===== src/rtl/multiplier_2x3_pkg.sv =====
// Shared widths for the 2x3 array multiplier.
// Imported by every file of this block.
package multiplier_2x3_pkg;

    localparam int M_W = 2;
    localparam int Q_W = 3;
    localparam int P_W = 5;

endpackage


===== src/rtl/full_adder.sv =====
// One-bit full adder cell of the multiplier array.
// A half adder is this cell with cin tied low.
module full_adder (
    input  logic a,
    input  logic b,
    input  logic cin,
    output logic sum,
    output logic cout
);

    // Sum and majority carry of the three inputs.
    always_comb begin
        sum  = a ^ b ^ cin;
        cout = (a & b) | (a & cin) | (b & cin);
    end

endmodule


===== src/rtl/multiplier_2x3.sv =====
// Unsigned 2x3 array multiplier with combinational product
// and a registered, valid-qualified copy of it.
module multiplier_2x3
    import multiplier_2x3_pkg::*;
(
    input  logic           clk,
    input  logic           rst_n,
    input  logic [M_W-1:0] m,
    input  logic [Q_W-1:0] q,
    input  logic           in_valid,
    output logic [P_W-1:0] p,
    output logic [P_W-1:0] p_reg,
    output logic           out_valid
);

    logic [Q_W-1:0] pp0;
    logic [Q_W-1:0] pp1;
    logic           s1, c1;
    logic           s2, c2;
    logic           s3, c3;
    logic [P_W-1:0] p_reg_d, p_reg_q;
    logic           out_valid_d, out_valid_q;

    // Partial products: pp1 carries weight 2.
    always_comb begin
        pp0 = q & {Q_W{m[0]}};
        pp1 = q & {Q_W{m[1]}};
    end

    // Bit 1: half adder.
    full_adder u_fa1 (
        .a    (pp0[1]),
        .b    (pp1[0]),
        .cin  (1'b0),
        .sum  (s1),
        .cout (c1)
    );

    // Bit 2: full adder absorbing the bit-1 carry.
    full_adder u_fa2 (
        .a    (pp0[2]),
        .b    (pp1[1]),
        .cin  (c1),
        .sum  (s2),
        .cout (c2)
    );

    // Bit 3: top partial product plus ripple carry.
    full_adder u_fa3 (
        .a    (pp1[2]),
        .b    (c2),
        .cin  (1'b0),
        .sum  (s3),
        .cout (c3)
    );

    // Assemble the product; it also feeds the register input.
    always_comb begin
        p = {c3, s3, s2, s1, pp0[0]};
    end

    // Load on valid, otherwise hold.
    always_comb begin
        p_reg_d     = p_reg_q;
        out_valid_d = in_valid;
        if (in_valid) begin
            p_reg_d = p;
        end
    end

    // Result and valid registers, cleared asynchronously.
    always_ff @(posedge clk or negedge rst_n) begin
        if (!rst_n) begin
            p_reg_q     <= '0;
            out_valid_q <= 1'b0;
        end else begin
            p_reg_q     <= p_reg_d;
            out_valid_q <= out_valid_d;
        end
    end

    assign p_reg     = p_reg_q;
    assign out_valid = out_valid_q;

endmodule


===== config.mk =====
export PLATFORM = sky130hd
export DESIGN_NAME = multiplier_2x3
export DESIGN_NICKNAME = d
export VERILOG_FILES = /design/src/rtl/multiplier_2x3_pkg.sv /design/src/rtl/full_adder.sv /design/src/rtl/multiplier_2x3.sv
export SDC_FILE = /design/constraint.sdc
export NUM_CORES = 1
export LEC_CHECK = 0
export ABC_CLOCK_PERIOD_IN_PS = 2260
export BUFFER_PORTS_ARGS = -buffer_cell sky130_fd_sc_hd__clkbuf_2
export CORE_AREA = 2 2 39 41
export CTS_CLUSTER_DIAMETER = 30
export CTS_CLUSTER_SIZE = 24
export DETAILED_ROUTE_END_ITERATION = 6
export DIE_AREA = 0 0 41 43
export SLEW_MARGIN = 10
export SYNTH_ARGS = -nofsm -noshare
export SYNTH_HDL_FRONTEND = slang
export SYNTH_HIERARCHICAL = 1
export SYNTH_SLANG_ARGS = --single-unit

===== constraint.sdc =====
create_clock -name clk -period 2.26 [get_ports clk]
set_clock_uncertainty 0.1 [all_clocks]
set_input_delay 0.226 -clock clk [delete_from_list [all_inputs] [get_ports clk]]
set_output_delay 0.226 -clock clk [all_outputs]
set_load 0.005 [all_outputs]

==> results.toml, run 1 <==
[hold_path]
hold_path_depth = 1
hold-path-endpoint = "out_valid"
hp-start = "in_valid"
hold_class = "input pin to flip-flop"

[worst_setup_path]
crit_type = "input pin to primary output"
r2r_slack_ps = 1410
regToRegStartpoint = "p_reg[3]"
worstSetupStartpointType = "input pin"
reg2reg_depth = 1
r2r-end = "p_reg[3]"
worstPathRequired_ps = 1930
critical_path_arrival_ps = 1870
crit_fanout = 2
end_kind = "primary output"

[sta]
fin_crit_sh_pct = 97.3
finalHoldViolCount = 0
postLayoutSetupSlackWorst_ps = 60.5
slew_viol_final = 0
rsz0062_at_grt = "no"
timing.setup.tns_ps = 0
whs_ps = 107
max_freq_mhz = 455
layout_min_cycle_time_ps = 2200
finalSetupViolCount = 0

[placed_design]
hpwlAfterDp_um = 526
place_area_um2 = 440
gp_congestion = 0.566
dp_cells = 58
io_buffers = 18
place_ws_ps = -31.5

[route]
viasPerCell = 4.02
wl_per_cell_um = 9.90
drt_wl_total_um = 614
dr.pass1.iters = 1
vias = 249
wl_met3_um = 40
wl_met2_um = 328
drc_errors = 0
dr.first_iter.drc_count = 0
highest_layer = "met3"
ant_nets = 0
wl_met1_um = 246

[synthesis]
syn_inst = 26
yosys.area_share.adder_pct = 17.2
synth_seq_cells = 6
synth_top_area_share_pct = 43.0
yosys-mux-area-fraction_pct = 16.1
synth-seq-area-share_pct = 43.0
synth-simple-area-share_pct = 11.8
yosys_warnings = 6
synth_area_leaders = "dfrtp_1 43%, fa_1 17%, mux2_2 16%"
netlist_area_um2 = 349
synth_top_family_by_area = "adder cells"
avgSynthCellArea_um2 = 13.4
ys_types = 8
yosysTopAreaCell = "dfrtp_1"
synth-xor-area-share_pct = 0
synth_compound_area_share_pct = 0

[clock_tree]
clk_pin_slew_worst_paths_ps = 40
clk_latency_ps = 240
cts_sinks = 6
clk_path_buf_depth = 2
cts_htree_levels = 1
cts-buffers-inserted = 3
root_buffer = "clkbuf_4"
cts_tree = "yes"

[global_routing]
antenna_found_initial = 0
grt_pass1_wl_um = 1050
grt_usage_pct = 9.74
grt_overflow = 0
first_global_vias = 281
grt_max_degree = 7

[floorplanning]
core_mm2 = 0.00138
die_width_um = 41
ios = 19
die-area_mm2 = 0.00176
num_rows = 14
floorplan.initialDensity_pct = 25.2
chipHeight_um = 43

[pwr]
powerDensity_mw_per_mm2 = 648
pwr-share-seq_pct = 42.7
p_comb_share_pct = 25.3
p_leak_nw = 0.249
ir_worst_vdd_mv = 0.212
p_switching_w = 0.0000783
cell_internal_pwr_w = 0.000230
clockPowerShare_pct = 32.0
swShare_pct = 25.4

[cells_and_area]
largest_reg_flops = 5
stdcell_area_um2 = 475
antenna_cells = 0
fin_cells = 62
syn_to_final_growth_pct = 36.2
layout_common_cells = "18 x clkbuf_2, 6 x dfrtp_1, 5 x mux2_2, 4 x and2_1, 3 x clkbuf_4"
nets = 59
final_common_cell = "clkbuf_2"
layout-drive-gt1-share_pct = 67.4

[job]
maxCapViolations = 0

[run_status]
status = "finished clean"
## layer usage
metal	up-vias	global-route usage [%]
met1	125	8.97
met5	-	0
met4	0	8.00
li1	115	-
met3	0	4.71
met2	9	15.0
## power groups by stage
stage,combinational [W],clock [W],sequential (W)
floorplan,0.0000477,0,0.000134
global placement,0.0000775,0,0.000133
detailed placement,0.0000785,0,0.000133
CTS,0.0000806,0.000104,0.000132
global route,0.0000895,0.000109,0.000134
finish,0.0000779,0.0000985,0.000131
## area by class of cell
type	count	area (µm²)
Clock buffer	3	22.5
Multi-Input combinational cell	16	168
Fill cell	152	908
Tap cell	16	20.0
Sequential cell	6	150
Timing Repair Buffer	21	115
## timing repair
item                                    4_1_cts  5_1_grt
pin swaps                                     0        1
hold buffers                                  1        0
endpoints found under the setup margin        1        1
endpoints found under the hold margin         6        0
resized for setup                             1        0
setup buffers                                 0        0
## synthesized netlist by cell type
cell     instances
and2_1           4
and2_2           1
and2_4           1
buf_4            5
conb_1           1
dfrtp_1          6
fa_1             3
mux2_2           5
## worst max-delay path, stage by stage
cell and delay [ps]:
clkbuf_2 90, and2_1 170, fa_1 430, fa_2 340, fa_1 500, clkbuf_2 120
## kinds of logic after synthesis
group | count (synthesis)
other | 1
buffers and inverters | 5
flip-flops | 6
adder cells (fa/ha/maj) | 3
AND/OR/NAND/NOR | 6
multiplexers | 5
## per-stage QoR
| stage | util (%) | power (W) |
|---|---|---|
| after floorplan | - | 0.000181 |
| after global placement | 31.8 | 0.000210 |
| after detailed placement | 31.8 | 0.000212 |
| after CTS | 34.4 | 0.000316 |
| after global routing | 34.4 | 0.000333 |
| final | 34.4 | 0.000308 |
## worst max-delay path by stage
stage,end,start
after CTS,p[3],m[0]
after detailed placement,p[3],m[0]
final,p[3],m[0]
after global routing,p[3],m[0]
after floorplan,p_reg[3],m[0]
after global placement,p[3],m[0]
Power figures use the tool's default switching activity.
==> run 2, diff against run 1 <==
- ABC_AREA: default -> 1
==> results.toml, run 2 <==
[sta]
slew_viol_final = 0
finalSetupViolCount = 0
max_freq_mhz = 463
fin_crit_sh_pct = 95.6
finalHoldViolCount = 0
layout_min_cycle_time_ps = 2160
timing.setup.tns_ps = 0
rsz0062_at_grt = "no"

[synthesis]
avgSynthCellArea_um2 = 8.32
syn_inst = 43
netlist_area_um2 = 358
async_reset_ff_share_pct = 100
synth_common_cells = "20 x nand2_1, 6 x dfrtp_1, 6 x inv_1"
synth-seq-area-share_pct = 42.0
synth_seq_cells = 6
yosysTopAreaCell = "dfrtp_1"
synth_edf_count = 0
synth_flop_cell = "dfrtp_1"
yosysMostFrequentCell = "nand2_1"
yosys_warnings = 6
synth_top_area_share_pct = 42.0
ys_types = 8
synth_area_leaders = "dfrtp_1 42%, nand2_1 21%, fa_1 17%"

[cells_and_area]
layout_common_cells = "20 x nand2_1, 18 x clkbuf_2, 6 x inv_1, 6 x dfrtp_1, 3 x clkbuf_4"
nets = 75
antenna_cells = 0
largest_reg_flops = 5
layout-drive-gt1-share_pct = 40.3
final_common_cell = "nand2_1"
syn_to_final_growth_pct = 33.9

[clock_tree]
cts-buffers-inserted = 3
cts_sinks = 6
clk_pin_slew_worst_paths_ps = 40
root_buffer = "clkbuf_4"
clk_latency_ps = 230
cts_tree = "yes"
cts_htree_levels = 1
clk_path_buf_depth = 2

[floorplanning]
num_rows = 14
floorplan.initialDensity_pct = 25.9
core_mm2 = 0.00138
ios = 19
die_width_um = 41
die-area_mm2 = 0.00176
chipHeight_um = 43

[global_routing]
first_global_vias = 243
gr-max-usage-layer = "met1"
grt_usage_pct = 8.23
grt_pass1_wl_um = 952
antenna_found_initial = 0
grt_overflow = 0
grt_use_met1_pct = 11.7
grt_max_degree = 8
met2_usage_pct = 9.69
met3_usage_pct = 3.14

[job]
maxCapViolations = 0

[worst_setup_path]
crit_type = "input pin to primary output"
critical_path_arrival_ps = 1830
end_kind = "primary output"
crit_fanout = 2
worstSetupStartpointType = "input pin"
worstPathRequired_ps = 1930

[route]
vias = 307
wl_per_cell_um = 8.56
viasPerCell = 3.94
ant_nets = 0
dr.first_iter.drc_count = 4
drc_errors = 0
drt_wl_total_um = 668
dr.pass1.iters = 4

[pwr]
clockPowerShare_pct = 31.4
cell_internal_pwr_w = 0.000217
p_total_w = 0.000294
pwr-share-seq_pct = 43.1
powerDensity_mw_per_mm2 = 613
p_switching_w = 0.0000767
ir_worst_vdd_mv = 0.255
p_comb_share_pct = 25.5
swShare_pct = 26.1
p_leak_nw = 0.311

[placed_design]
gp_congestion = 0.644
io_buffers = 18
hpwlAfterDp_um = 543

[run_status]
status = "finished clean"

[hold_path]
hold_class = "input pin to flip-flop"
## run 2: metrics by stage
stage / setup WS [ps] / utilization, % / hold slack (ps) / std cells / cell area [µm²]
2_1_floorplan: 176 / - / -170 / 44 / 362
3_3_place_gp: 17.9 / 31.9 / -44.4 / 74 / 442
3_5_place_dp: 13.7 / 31.9 / -44.5 / 74 / 442
4_1_cts: 12.7 / 34.3 / 96.0 / 78 / 474
5_1_grt: 15.5 / 34.6 / 101 / 78 / 479
6_report: 99.2 / 34.6 / 105 / 78 / 479
## run 2: layer usage
metal  up-vias  share of wire, %
li1        155                 -
met1       136                42
met2        16                45
met3         0                12
met4         0                 0
met5         -                 0
## run 2: critical path, stage by stage
cell      delay, ps
clkbuf_2         90
nand2_1          60
inv_1            50
fa_2            390
fa_2            370
fa_1            540
clkbuf_2        120
## run 2: kinds of logic (layout without fill, tap and decap cells)
family	count (synthesis)	count (layout)	share of synthesized area, %
buffers and inverters	12	30	17.8
adders and majority gates	3	3	16.8
and+or+nand+nor	21	21	22.4
other	1	2	1.05
DFF	6	6	42.0
## run 2: path summary, 6_finish.rpt
check                              start  slack (ps)        end  cells past startpoint
max in group asynchronous          rst_n        1650   p_reg[4]                      2
worst min register to register  p_reg[1]         370   p_reg[1]                      2
worst max-delay path                m[0]         100       p[3]                      7
worst max register to register  p_reg[0]        1570   p_reg[0]                      2
min in group asynchronous          rst_n         260  out_valid                      2
worst min-delay path            in_valid         100  out_valid                      1
## run 2: cell type report
type	instances	area, µm²
Sequential cell	6	150
Multi-Input combinational cell	26	153
Tap cell	16	20.0
Fill cell	156	905
Clock buffer	3	22.5
Inverter	7	26.3
Timing Repair Buffer	20	108
## run 2: power by group through the flow
| stage | combinational, W | sequential [W] | clock [W] |
|---|---|---|---|
| floorplan | 0.0000446 | 0.000129 | 0 |
| global placement | 0.0000723 | 0.000128 | 0 |
| detailed placement | 0.0000733 | 0.000128 | 0 |
| CTS | 0.0000748 | 0.000127 | 0.0000973 |
| global route | 0.0000873 | 0.000128 | 0.000105 |
| finish | 0.0000750 | 0.000127 | 0.0000923 |
## run 2: what timing repair did
item	in CTS	in global routing
hold endpoints to repair	6	0
setup endpoints to repair	0	1
hold buffers	1	0
setup buffers	0	0
gates resized for setup	0	2
==> run 3, diff against run 2 <==
- ABC_AREA: 1 -> default
- PLACE_DENSITY: default -> 0.49
- REMOVE_ABC_BUFFERS: default -> 1
==> results.toml, run 3 (synthesis gave the netlist of run 1 again) <==
[sta]
rsz0062_at_grt = "no"
postLayoutSetupSlackWorst_ps = 56.3
finalSetupViolCount = 0
finalHoldViolCount = 0
timing.setup.tns_ps = 0
whs_ps = 98.6
max_freq_mhz = 454
slew_viol_final = 0
layout_min_cycle_time_ps = 2200
fin_crit_sh_pct = 97.5

[cells_and_area]
multi_input_area_um2 = 168
layout_common_cells = "18 x clkbuf_2, 6 x dfrtp_1, 5 x mux2_2, 4 x and2_1, 3 x clkbuf_4"
regArea_um2 = 150
layout-drive-gt1-share_pct = 66.7
antenna_cells = 0
syn_to_final_growth_pct = 34.1
largest_reg_flops = 5
fillCellCount = 149
final_common_cell = "clkbuf_2"
nets = 58

[floorplanning]
die_width_um = 41
die-area_mm2 = 0.00176
core_mm2 = 0.00138
floorplan.initialDensity_pct = 25.2
chipHeight_um = 43
num_rows = 14
ios = 19

[worst_setup_path]
worstSetupStartpointType = "input pin"
end_kind = "primary output"
worstPathRequired_ps = 1930
crit_type = "input pin to primary output"
crit_fanout = 2
critical_path_arrival_ps = 1880

[global_routing]
first_global_vias = 248
grt_usage_pct = 9.51
grt_pass1_wl_um = 1030
grt_max_degree = 7
grt_overflow = 0
antenna_found_initial = 0

[pwr]
ir_worst_vdd_mv = 0.295
p_leak_nw = 0.244
p_total_w = 0.000301
powerDensity_mw_per_mm2 = 644

[route]
drc_errors = 0
wl_per_cell_um = 9.56
ant_nets = 0
vias = 242
dr.first_iter.drc_count = 0
viasPerCell = 3.97
drt_wl_total_um = 583
dr.pass1.iters = 1

[job]
maxCapViolations = 0

[run_status]
status = "finished clean"

[clock_tree]
cts-buffers-inserted = 3
cts_htree_levels = 1
clk_latency_ps = 230
root_buffer = "clkbuf_4"
post_cts.repair.setup_buffers = 0
cts_sinks = 6
clk_path_buf_depth = 2
cts_tree = "yes"
clk_pin_slew_worst_paths_ps = 40

[placed_design]
place_ws_ps = -50.6
io_buffers = 18
gp_congestion = 0.643
hpwlAfterDp_um = 551

[hold_path]
hold_class = "input pin to flip-flop"
## run 3: cell types whose count changed in the layout (fill, tap and decap cells not counted)
| cell | before | now |
|---|---|---|
| and2_2 | 0 | 1 |
| fa_1 | 1 | 2 |
| mux2_2 | 0 | 5 |
| nand2_1 | 20 | 0 |
| nand3_1 | 1 | 0 |
| inv_2 | 1 | 0 |
| fa_2 | 2 | 1 |
| and2_4 | 0 | 1 |
| inv_1 | 6 | 0 |
| and2_1 | 0 | 4 |
## run 3: critical path, cell delays in order
cell and delay [ps]:
clkbuf_2 90, and2_1 160, fa_1 430, fa_2 340, fa_1 510, clkbuf_2 110
## run 3: metrics by stage
step | util, % | std cells | instance area, µm²
after floorplan | - | 22 | 315
after global placement | 31.3 | 57 | 433
after detailed placement | 31.3 | 57 | 433
after CTS | 33.8 | 61 | 468
after global routing | 33.8 | 61 | 468
final | 33.8 | 61 | 468
## run 3: final timing paths
| kind | start | to | slack (ps) | cells after the start |
|---|---|---|---|---|
| max | m[0] | p[3] | 60 | 6 |
| min | in_valid | out_valid | 100 | 1 |
| max reg2reg | p_reg[3] | p_reg[3] | 1410 | 1 |
| min reg2reg | p_reg[0] | p_reg[0] | 400 | 1 |
| max in group asynchronous | rst_n | p_reg[3] | 1660 | 2 |
| min in group asynchronous | rst_n | out_valid | 250 | 2 |
## run 3: what timing repair did
action / CTS / global route
hold buffers: 1 / 0
pin swaps: 0 / 1
gates resized for setup: 1 / 0
endpoints found under the setup margin: 1 / 1
endpoints found under the hold margin: 6 / 0
## run 3: layer usage
layer,share of wire (%),vias up,GRT usage (%),routed length [µm]
li1,-,115,-,-
met1,33,116,9.90,192
met2,58,11,13.4,337
met3,9.1,0,7.85,53
met4,0,0,4.00,0
met5,0,-,0,0
## run 3: cell type report
| type | count | area share (%) |
|---|---|---|
| Clock buffer | 3 | 4.81 |
| Multi-Input combinational cell | 16 | 35.8 |
| Sequential cell | 6 | 32.1 |
| Tap cell | 16 | 4.28 |
| Timing Repair Buffer | 20 | 23.0 |
## run 3: power by group
| group | internal, W | switching [W] |
|---|---|---|
| logic | 0.0000453 | 0.0000315 |
| registers | 0.000124 | 0.00000740 |
| clock network | 0.0000597 | 0.0000339 |
